**src/rtl/regfile_wb_arbiter.sv**
```systemverilog
// rtl/regfile_wb_arbiter.sv - register file write-port arbiter with long-result FIFO and pending-write scoreboard
//
// Purpose: sole driver of the register file write port. Each cycle it picks one write from
//   three sources: the MEM/WB result (highest priority), the head of the long-result FIFO,
//   or a long result bypassed straight from the handshake. It also tracks destinations of
//   in-flight long operations so that issue logic can stall on RAW hazards.
// Ports:
//   clk, rst                          clock, asynchronous active-low reset
//   pipe_wen/pipe_rd_addr/_data       MEM/WB result, never stalled
//   lng_valid/lng_ready/lng_rd_addr/_data  long-latency result handshake
//   claim_en/claim_addr               issue stage claims a long-op destination
//   rs_addr/rt_addr -> rs_busy/rt_busy     scoreboard queries (combinational)
//   write_en/rd_addr/rd_data          registered regfile write port
//   buf_count                         FIFO occupancy
module regfile_wb_arbiter #(
   parameter int RW    = 5,
   parameter int W     = 32,
   parameter int DEPTH = 2
) (
   input  logic                         clk,
   input  logic                         rst,
   input  logic                         pipe_wen,
   input  logic [RW-1:0]                pipe_rd_addr,
   input  logic [W-1:0]                 pipe_rd_data,
   input  logic                         lng_valid,
   output logic                         lng_ready,
   input  logic [RW-1:0]                lng_rd_addr,
   input  logic [W-1:0]                 lng_rd_data,
   input  logic                         claim_en,
   input  logic [RW-1:0]                claim_addr,
   input  logic [RW-1:0]                rs_addr,
   input  logic [RW-1:0]                rt_addr,
   output logic                         rs_busy,
   output logic                         rt_busy,
   output logic                         write_en,
   output logic [RW-1:0]                rd_addr,
   output logic [W-1:0]                 rd_data,
   output logic [$clog2(DEPTH+1)-1:0]   buf_count
);

   localparam int CW   = $clog2(DEPTH + 1);
   localparam int PW   = (DEPTH > 1) ? $clog2(DEPTH) : 1;
   localparam int NREG = 1 << RW;

   logic [RW-1:0] fifo_addr [DEPTH];
   logic [W-1:0]  fifo_data [DEPTH];
   logic [PW-1:0] head;
   logic [PW-1:0] tail;
   logic [CW-1:0] count;
   logic [NREG-1:0] busy;

   logic          pipe_sel;
   logic          fifo_ne;
   logic          accept;
   logic          pop;
   logic          bypass;
   logic          push;
   logic          sel_valid;
   logic          sel_long;
   logic [RW-1:0] sel_addr;
   logic [W-1:0]  sel_data;
   logic          wr;

   function automatic logic [PW-1:0] ptr_inc(input logic [PW-1:0] p);
      return (p == PW'(DEPTH - 1)) ? '0 : p + PW'(1);
   endfunction

   // Ready is purely state based so the long unit never sees a combinational loop through valid.
   assign lng_ready = rst && (count < CW'(DEPTH));
   assign accept    = lng_valid && lng_ready;
   assign pipe_sel  = pipe_wen && (pipe_rd_addr != '0);
   assign fifo_ne   = (count != '0);
   assign pop       = !pipe_sel && fifo_ne;
   assign bypass    = !pipe_sel && !fifo_ne && accept;
   assign push      = accept && !bypass;
   assign buf_count = count;

   // Bit 0 of busy is never set, so r0 always reads not-busy.
   assign rs_busy = busy[rs_addr];
   assign rt_busy = busy[rt_addr];

   always_comb begin
      sel_valid = 1'b0;
      sel_long  = 1'b0;
      sel_addr  = '0;
      sel_data  = '0;
      if (pipe_sel) begin
         sel_valid = 1'b1;
         sel_addr  = pipe_rd_addr;
         sel_data  = pipe_rd_data;
      end else if (fifo_ne) begin
         sel_valid = 1'b1;
         sel_long  = 1'b1;
         sel_addr  = fifo_addr[head];
         sel_data  = fifo_data[head];
      end else if (accept) begin
         sel_valid = 1'b1;
         sel_long  = 1'b1;
         sel_addr  = lng_rd_addr;
         sel_data  = lng_rd_data;
      end
   end

   // A long result to r0 still consumes its slot but produces no strobe.
   assign wr = sel_valid && (sel_addr != '0);

   always_ff @(posedge clk) begin
      if (push) begin
         fifo_addr[tail] <= lng_rd_addr;
         fifo_data[tail] <= lng_rd_data;
      end
   end

   always_ff @(posedge clk or negedge rst) begin
      if (!rst) begin
         write_en <= 1'b0;
         rd_addr  <= '0;
         rd_data  <= '0;
         head     <= '0;
         tail     <= '0;
         count    <= '0;
         busy     <= '0;
      end else begin
         write_en <= wr;
         if (wr) begin
            rd_addr <= sel_addr;
            rd_data <= sel_data;
         end

         if (push) tail <= ptr_inc(tail);
         if (pop)  head <= ptr_inc(head);
         if (push && !pop)      count <= count + CW'(1);
         else if (pop && !push) count <= count - CW'(1);

         // Clear first, then set, so a same-cycle re-claim keeps the bit.
         if (sel_long && wr) busy[sel_addr] <= 1'b0;
         if (claim_en && (claim_addr != '0)) busy[claim_addr] <= 1'b1;
      end
   end

endmodule

```
**config.mk**
```make
export PLATFORM = sky130hd
export DESIGN_NAME = regfile_wb_arbiter
export DESIGN_NICKNAME = d
export VERILOG_FILES = /design/src/rtl/regfile_wb_arbiter.sv
export SDC_FILE = /design/constraint.sdc
export NUM_CORES = 1
export LEC_CHECK = 0
export BUFFER_PORTS_ARGS = -buffer_cell sky130_fd_sc_hd__buf_2
export CAP_MARGIN = 25
export CORE_MARGIN = 2
export CORE_UTILIZATION = 55
export DETAILED_ROUTE_END_ITERATION = 7
export GPL_TIMING_DRIVEN = 0
export MAX_ROUTING_LAYER = met4
export PLACE_DENSITY = 0.82
export SLEW_MARGIN = 20
export SYNTH_ARGS = -nofsm -noshare
export SYNTH_HDL_FRONTEND = slang
export SYNTH_SLANG_ARGS = --single-unit
```
**constraint.sdc**
```tcl
create_clock -name clk -period 4 [get_ports clk]
set_input_delay 0.2 -clock clk [delete_from_list [all_inputs] [get_ports clk]]
set_output_delay 0.2 -clock clk [all_outputs]
set_load 0.05 [all_outputs]
```
# Word-level counts from Yosys, hierarchy flattened
# Memory sizes are Yosys's and may differ from the RTL's.
# Cells that the tools add are included.
# word_totals
reg_bits	74
out_inout_bits	43
ramBits	74
mem_count	2
# op_classes
reduce_logical	24
mux	26
addsub	4
bitwise	3
n_lt_le_gt_ge	7
# memory_table
name	words	width	rd	rd_clocked_by_memory_dff	write_ports	line_no	source
fifo_data	2	32	1	0	1	46	logic [W-1:0] fifo_data [DEPTH];
fifo_addr	2	5	1	0	1	45	logic [RW-1:0] fifo_addr [DEPTH];
# op_table
cell	n
two-way mux 32 bit	5
bitwise AND 32 bit	1
inverter 32 bit	1
OR 32 bit	1
< comparator 5 x 6 -> 1 bit, second input constant	4
two-way mux 5 bit	3
nonzero test 5 bit	3
logical AND 1 bit	14
two-way mux 1 bit	12
binary-select mux 1 bit (select 5 bit)	2
demux 1 bit (select 5 bit)	2
>= comparator 5 x 1 -> 1 bit, second input constant	2
logical NOT 1 bit	5
two-way mux 2 bit	2
nonzero test 2 bit	2
adder 1 bit, second input constant	2
adder 2 x 1 -> 2 bit, second input constant	1
< comparator 2 bit, second input constant	1
subtractor 2 x 1 -> 2 bit, second input constant	1

# Longest topological paths before layout
# Gate-level depths: netlist of run 1.
# depth
ltp_word	15
depth_mapped	11
ltp_nobuf	6

# Worst setup path after synthesis of run 1
# OpenSTA, ideal clock, no wires.
# synth_path
path_kind	input to register
startpoint	input port pipe_rd_addr[0]
endpoint	memory fifo_addr[0][0], enable pin
arrival_ns	2.895
stages	7
slack_ns	0.674
setup_ns	0.431
t_required_ns	3.569
path_cell_list	or4_4 o21a_1 buf_6 clkbuf_1 buf_1 o21ai_0 nor2_1
# synth_via
elab_chain_cells	9
# synth_rtl
element	line_no	source
start: declaration	23	input logic [RW-1:0] pipe_rd_addr,
nonzero test 5 bit	71	assign pipe_sel = pipe_wen && (pipe_rd_addr != '0);
logical AND 1 bit	71	
logical NOT 1 bit	74	assign bypass = !pipe_sel && !fifo_ne && accept;
logical AND 1 bit (2 in a row)	74	
logical NOT 1 bit	75	assign push = accept && !bypass;
logical AND 1 bit	75	
two-way mux 1 bit	108	if (push) begin
two-way mux 1 bit (not written as such)	109	fifo_addr[tail] <= lng_rd_addr;
end: declaration	45	
# Every way passes these cells.

# Final worst setup path of run 1
# layout_path
startpoint	input port rst
endpoint	register rd_data[25]
# layout_via
elab_chain_cells	7
word_cells_on_any_way	13
# layout_rtl
element	line_no	source
start: declaration	21	input logic rst,
logical AND 1 bit *	69	assign lng_ready = rst && (count < CW'(DEPTH));
logical AND 1 bit *	70	assign accept = lng_valid && lng_ready;
two-way mux 5 bit	96	end else if (accept) begin
two-way mux 5 bit	91	end else if (fifo_ne) begin
two-way mux 5 bit	87	if (pipe_sel) begin
nonzero test 5 bit	105	assign wr = sel_valid && (sel_addr != '0);
logical AND 1 bit	105	
end signal: assignment	127	rd_data <= sel_data;
end: declaration	37	output logic [W-1:0] rd_data,
# Every way passes the cells marked *; elsewhere a longest branch is shown, timed or not.
# A chain may end at the register's enable or synchronous reset.

==> results.md, run 1 <==
- R2R setup slack: roughly 0.98 ns
- Setup crit end kind: flip-flop
- Worst Hold End: busy[3]
- Die ar.: 13,400 µm²
- Min-delay src: claim_addr[1]
- Grt total ovfl: 0
- Total power: 5.78 mW
- Max_cap viols: 0
- Pin count of the biggest net entering global routing: between 50 and 60
- Routed WL per cell: 20.4 µm
- Post-detailed-placement half-perimeter wirelength: approximately 11 mm
- Ys Warns: 0
- DR pass1 iterations: 5
- Worst R2R End: rd_data[25]
- Syn Nets: between 500 and 600
- R2r startpoint: buf_count[1]
- Vias/cell: 5.94
- Seq cells post-synth: roughly 150
- Worst Max-Slew Pin Slew: 0.841 ns
- Input/output buffers: 132
- Vias in the first global route: ~5.4k
- Worst-path fanout max: 57
- Maximum vdd drop: 0.000400 V
- Layout cells sized above 1: 0.348
- DRC: 0
- Detailed Route WL: 17.4 mm
- Area Overhead vs Synth: 29.3%
- Layout Skew: between 0.008 and 0.009 ns
- Antenna violations before repair: 0
- Critical Path AT: 3.59 ns
- CTS buffer count: 17
- Distinct cell type count after synthesis: 40
- Max Slew Vio Count: 0
- Clock Tree Root: clkbuf_16
- Dpl cell area: roughly 7800 µm²
- Tcrit/Tclk final: 0.821
- Lkg Pwr: 3.64 nW
- Sequential-to-total area share from yosys stat: 0.595
- Number of DRC markers in iteration 0: 393
- Die width: 116 µm
- Fill cells: 769
- Die Ht: 116 µm
- ANT cells: 0
- Tot GR Track Use: 0.285
- Clk pwr share: 0.308
- Status: finished, final reports clean
- Hold Slack: 0.0872 ns
- Gate power share: 0.327
- Synth Instances: 482
- FP Rows: 40
- Clock Tree Buf Depth: 2
- Slew headroom: 0.433
- Critical Path Source Type: primary input
- Ys async rst share: 0.500
- Clk sinks: 148
- Design area: 8850 µm²
- H-Tree Depth: 4
- Starting Density: 0.567
- Pwr/cell area: roughly 650 nW/µm²
- Avg Cell Area, Syn: 14.2 µm²
- Core ar.: 12,100 µm²
- CTS tree: built
- Sequential power share: 0.365
- Nets: 768
- CP Class: in2reg
- Fmax: slightly above 300 MHz
- Switching share of total power: 0.332
- Final Hold Violating Endpoints: 0
- Pint: 3.86 mW
- Gpl congestion: 0.893
- Worst endpoint required time: 4.31 ns
- Worst skew pair latency: 0.42 ns
- Setup TNS: 0 ns
- Psw: 1.92 mW
- Post_cts resized: 0
- Ports: 137
- Setup Viol. Count Final: 0
- Period minus WS final: 3.28 ns
- Cell Area, Synth: 6840 µm²
- Depth of the worst register-to-register path: 9
- # Post-CTS Setup Buffers: 0
- Remaining antenna violation count: 0
- Hold Path Class: in2reg
- Post-synth EDFFs: 74
- RSZ-0062 raised after global routing: false
- Top_reg_cell synth: edfxtp_1
- Hold path cells: 2
- Via count: roughly 5.1k
- Worst-path clk slew: about 0.060 ns
- First-pass GRT wire length: 27.6 mm
- Crit path launch: rst
## state kept, by name (all words and copies together) (netlist names)
register	cells
rd_addr	5
busy	32
fifo_data	64
fifo_addr	10
buf_count	2
tail	1
rd_data	32
head	1
write_en	1
## synth_stat cells (2+ instances only)
| library cell | instances | area share |
|---|---|---|
| nand2b_1 | 6 | 0.0055 |
| nor3b_1 | 3 | 0.0033 |
| inv_1 | 6 | 0.0033 |
| o21ai_0 | 56 | 0.041 |
| nand3_1 | 3 | 0.0022 |
| buf_2 | 3 | 0.0022 |
| nor3_1 | 35 | 0.026 |
| xnor2_1 | 3 | 0.0038 |
| a21oi_1 | 2 | 0.0015 |
| buf_1 | 3 | 0.0016 |
| nand3b_1 | 8 | 0.0088 |
| mux4_2 | 20 | 0.066 |
| buf_6 | 5 | 0.0082 |
| or2_1 | 2 | 0.0018 |
| o21a_1 | 2 | 0.0022 |
| mux2i_1 | 35 | 0.051 |
| or3b_2 | 6 | 0.0077 |
| a22o_1 | 2 | 0.0026 |
| mux2_4 | 14 | 0.031 |
| nor2_1 | 12 | 0.0066 |
| mux2_2 | 22 | 0.036 |
| dfrtp_1 | 74 | 0.27 |
| a22oi_1 | 2 | 0.0022 |
| clkbuf_1 | 21 | 0.012 |
| nand2_1 | 8 | 0.0044 |
| o21ai_1 | 3 | 0.0022 |
| a21o_1 | 6 | 0.0066 |
| edfxtp_1 | 74 | 0.32 |
| o22ai_1 | 4 | 0.0037 |
| a221o_1 | 32 | 0.047 |
## power by group through the flow
stage                     combinational [mW]  sequential [mW]  clock (mW)
after floorplan                        0.998             2.47           0
after global placement                  1.77             2.10           0
after detailed placement                1.83             2.13           0
after CTS                               1.88             2.10        1.78
after global routing                    2.02             2.14        1.85
final                                   1.89             2.11        1.78
## critical path, stage by stage
cell and delay, ns:
dlygate4sd3_1 0.54, buf_4 0.24, buf_16 0.25, and3b_1 0.20
clkbuf_1 0.16, a22oi_1 0.22, o21ai_1 0.16, or2_1 0.26
buf_6 0.14, nor4_4 0.44, buf_6 0.24, buf_8 0.18
mux2_4 0.32
## per-layer routing
metal  share of wire  wire [µm]  up-vias  global-route usage
met5               0          0        -                   -
met4           0.025        431        0               0.122
met3           0.074       1290       39              0.0685
met2            0.52       9110      237               0.477
met1            0.38       6580     2523               0.329
li1                -          -     2275                   -
## timing repair
action | in CTS | in global routing
setup endpoints to repair | 0 | 0
hold buffers | 38 | 0
endpoints found under the hold margin | 93 | 0
## stage by stage
stage	cells	setup slack (ns)	utilization
after detailed placement	785	0.744	0.648
after floorplan	482	0.674	-
after CTS	854	0.772	0.734
final	854	0.715	0.734
after global routing	854	0.595	0.734
after global placement	782	-1.27	0.640
## placed cells by master, fill, tap and decap left out, types with 8 or more instances in the layout
cell type      netlist  final
dlygate4sd3_1        0     38
o21ai_0             56     56
edfxtp_1            74     74
nor2_1              12     10
nand3b_1             8      8
nor3_1              35     35
mux2i_1             35     35
mux2_2              22     22
nand2_1              8      8
a221o_1             32     32
dfrtp_1             74     74
clkbuf_16            0     17
mux2_4              14     14
clkbuf_1            21     24
mux4_2              20     20
buf_2                3    134
## how the worst max path moves through the flow
stage                 endpoint  slack, ns  cells past startpoint
3_3_place_gp   fifo_data[0][3]      -1.27                      5
2_1_floorplan  fifo_addr[0][0]       0.67                      7
5_1_grt            rd_data[25]       0.60                     13
4_1_cts            rd_data[30]       0.77                     13
6_report           rd_data[25]       0.72                     13
3_5_place_dp   fifo_data[0][6]       0.74                      9
## kinds of logic after synthesis
group                     share of synthesized area
AOI/OAI and AO/OA                             0.113
xor gates and xnor gates                    0.00384
buffers and inverters                        0.0302
DFF                                           0.595
muxes                                         0.184
and+or+nand+nor                              0.0737
## final cells by class
| cell class | count | area [µm²] | area share |
|---|---|---|---|
| buffer | 34 | 184 | 0.0208 |
| tap | 168 | 210 | 0.0238 |
| sequential | 148 | 4070 | 0.460 |
| clock buffer | 21 | 450 | 0.0509 |
| clock inverter | 10 | 204 | 0.0230 |
| timing repair buffer | 173 | 1130 | 0.127 |
| inverter | 6 | 22.5 | 0.00254 |
| multi-input combinational | 294 | 2580 | 0.291 |
Note: power is estimated with default switching activity, not from simulation.
==> inputs of run 2 (changes only) <==
--- a/config.mk
+++ b/config.mk
@@ -8,11 +8,11 @@
 export BUFFER_PORTS_ARGS = -buffer_cell sky130_fd_sc_hd__buf_2
 export CAP_MARGIN = 25
 export CORE_MARGIN = 2
-export CORE_UTILIZATION = 55
+export CORE_UTILIZATION = 50
 export DETAILED_ROUTE_END_ITERATION = 7
 export GPL_TIMING_DRIVEN = 0
 export MAX_ROUTING_LAYER = met4
-export PLACE_DENSITY = 0.82
+export PLACE_DENSITY = 0.78
 export SLEW_MARGIN = 20
 export SYNTH_ARGS = -nofsm -noshare
 export SYNTH_HDL_FRONTEND = slang
==> constraint.sdc (replaced) <==
create_clock -name clk -period 2.96 [get_ports clk]
set_input_delay 0.148 -clock clk [delete_from_list [all_inputs] [get_ports clk]]
set_output_delay 0.148 -clock clk [all_outputs]
set_load 0.05 [all_outputs]
==> results.md, run 2 (synthesized netlist as in run 1, its figures left out) <==
- Slew headroom: 0.477
- Core ar.: between 10,000 and 15,000 µm²
- Number of DRC markers in iteration 0: between 400 and 500
- DR pass1 iterations: 5
- Largest regs: fifo_data (64), busy (32), rd_data (32)
- Nets: 775
- Vias in the first global route: 5,138
- R2R setup slack: between 0.09 and 0.1 ns
- DRC: 0
- CP Class: reg2reg
- Clk pwr share: 0.278
- Slowest stage delay, CP: around 0.37 ns
- Tcrit/Tclk final: 0.967
- Max stage delay cell, worst path: dfrtp_1
- Ports: 137
- Dpl cell area: 7830 µm²
- Layout Skew: 0.00874 ns
- Clk sinks: 148
- Commonest non-fill, non-tap cell in the layout: buf_2
- Critical Path Source Type: flip-flop
- Gpl congestion: 0.857
- Die width: around 120 µm
- Gate power share: 0.344
- Worst skew pair latency: 0.43 ns
- Max Slew Vio Count: 0
- Maximum vdd drop: just over 0.0005 V
- Worst Max-Slew Pin Slew: about 0.78 ns
- First-pass GRT wire length: 27.4 mm
- Setup crit end kind: flip-flop
- CTS buffer count: 17
- Clock Tree Buf Depth: 2
- Vias/cell: 5.85
- Depth of the worst register-to-register path: 11
- Design area: roughly 9000 µm²
- Routed WL per cell: ~20 µm
- Clock Tree Root: clkbuf_16
- Grt total ovfl: 0
- Layout cells sized above 1: 0.362
- Area Overhead vs Synth: 30.2%
- Setup Viol. Count Final: 0
- Psw: 2.61 mW
- Switching share of total power: 0.346
- Input/output buffers: about 130
- H-Tree Depth: 4
- R2r startpoint: buf_count[0]
- Worst-path fanout max: 10
- Final worst slack: 0.0969 ns
- Hold Path Class: in2reg
- Via count: between 5k and 6k
- Worst R2R End: rd_data[11]
- FP Rows: 42
- Pint: 4.93 mW
- Starting Density: 0.515
- Critical Path AT: 3.17 ns
- CP Capture Point: rd_data[11]
- Crit path launch: buf_count[0]
- Worst endpoint required time: 3.27 ns
- Remaining antenna violation count: 0
- Max reg flops: 64
- Commonest non-fill, non-tap cells in the layout: buf_2, dfrtp_1, edfxtp_1
- Die Ht: approximately 120 µm
- Status: finished, final reports clean
- Post-detailed-placement half-perimeter wirelength: approximately 11 mm
- Pin count of the biggest net entering global routing: 48
- Sequential power share: 0.379
- Detailed Route WL: 17.5 mm
- Period minus WS final: 2.86 ns
- Worst-path clk slew: 0.06 ns
- Max_cap viols: 0
- Worst slack, placed: -0.211 ns
- Crit path cell chain: buf_2 -> or2_1 -> buf_2 -> a22oi_2 -> o21ai_2 -> or2_1 -> buf_6 -> nor4_4 -> buf_4 -> buf_4 -> mux2_2
- Lkg Pwr: 3.67 nW
- Die ar.: between 10,000 and 15,000 µm²
- Fmax: 349 MHz
- Largest register by flop count: fifo_data
- Pwr/cell area: approximately 850 nW/µm²
- Final Hold Violating Endpoints: 0
- Tot GR Track Use: 0.256
- CTS tree: built
- Antenna violations before repair: 1
## run 2: changes by cell type in the layout (fill, tap and decap cells not counted), moves of 2 or more
cell | previous run | this run
a22oi_2 | 0 | 2
a22oi_1 | 2 | 0
clkinv_4 | 0 | 2
bufinv_16 | 6 | 2
buf_4 | 2 | 4
clkinv_2 | 1 | 4
o21ai_1 | 3 | 1
o21ai_2 | 0 | 2
buf_12 | 0 | 3
## run 2: metrics by stage
step,power (mW),TNS (ns),cells,hold WS (ns),utilization
2_1_floorplan,4.69,-25.07,482,-0.148,-
3_3_place_gp,5.24,-197.83,790,0.351,0.581
3_5_place_dp,5.36,-14.01,793,0.102,0.589
4_1_cts,7.50,0,867,0.0121,0.666
5_1_grt,7.85,-0.0800,871,0.0363,0.670
6_report,7.53,0,871,0.0241,0.670
## run 2: power by group through the flow
stage / Clock, mW / Sequential [mW] / Combinational (mW)
floorplan: 0 / 3.34 / 1.35
global placement: 0 / 2.84 / 2.40
detailed placement: 0 / 2.88 / 2.48
CTS: 2.10 / 2.85 / 2.56
global route: 2.19 / 2.90 / 2.77
finish: 2.09 / 2.85 / 2.59
## run 2: how the worst min path moves through the flow
stage                    from               to  slack [ns]  cells past startpoint
2_1_floorplan             rst     buf_count[0]       -0.15                      0
3_3_place_gp   lng_rd_addr[4]  fifo_addr[1][4]        0.35                      1
3_5_place_dp              rst          busy[0]        0.10                      1
4_1_cts         claim_addr[1]          busy[3]        0.01                      2
5_1_grt         claim_addr[1]          busy[3]        0.04                      2
6_report        claim_addr[1]          busy[3]        0.02                      2
## run 2: final cells by class
| type | instances | area (µm²) |
|---|---|---|
| Multi-Input combinational cell | 294 | 2600 |
| Sequential cell | 148 | 4070 |
| Buffer | 34 | 184 |
| Clock inverter | 10 | 109 |
| Antenna cell | 1 | 2.50 |
| Timing Repair Buffer | 180 | 1240 |
| Fill cell | 899 | 4380 |
| Clock buffer | 22 | 464 |
| Inverter | 6 | 22.5 |
| Tap cell | 176 | 220 |
## run 2: per-layer routing
layer / vias to the layer above / global-route usage / part of all wire
li1: 2299 / - / -
met1: 2517 / 0.325 / 0.41
met2: 247 / 0.403 / 0.49
met3: 30 / 0.0630 / 0.074
met4: 0 / 0.0952 / 0.021
met5: - / - / 0
## run 2: worst max-delay path: cells and delay by family (launching register included)
kind / cells / cell delay [ns]
buffers and inverters: 5 / 0.85
AND/OR/NAND/NOR: 3 / 0.79
flip-flops: 1 / 0.37
AO/OA/AOI/OAI: 2 / 0.36
multiplexers: 1 / 0.35
## run 2: repair_timing
action | 4_1_cts | 5_1_grt
buffers inserted | 0 | 3
pin swaps | 1 | 1
endpoints found under the setup margin | 14 | 14
gates resized for setup | 1 | 4
hold endpoints to repair | 101 | 0
hold buffers | 42 | 0
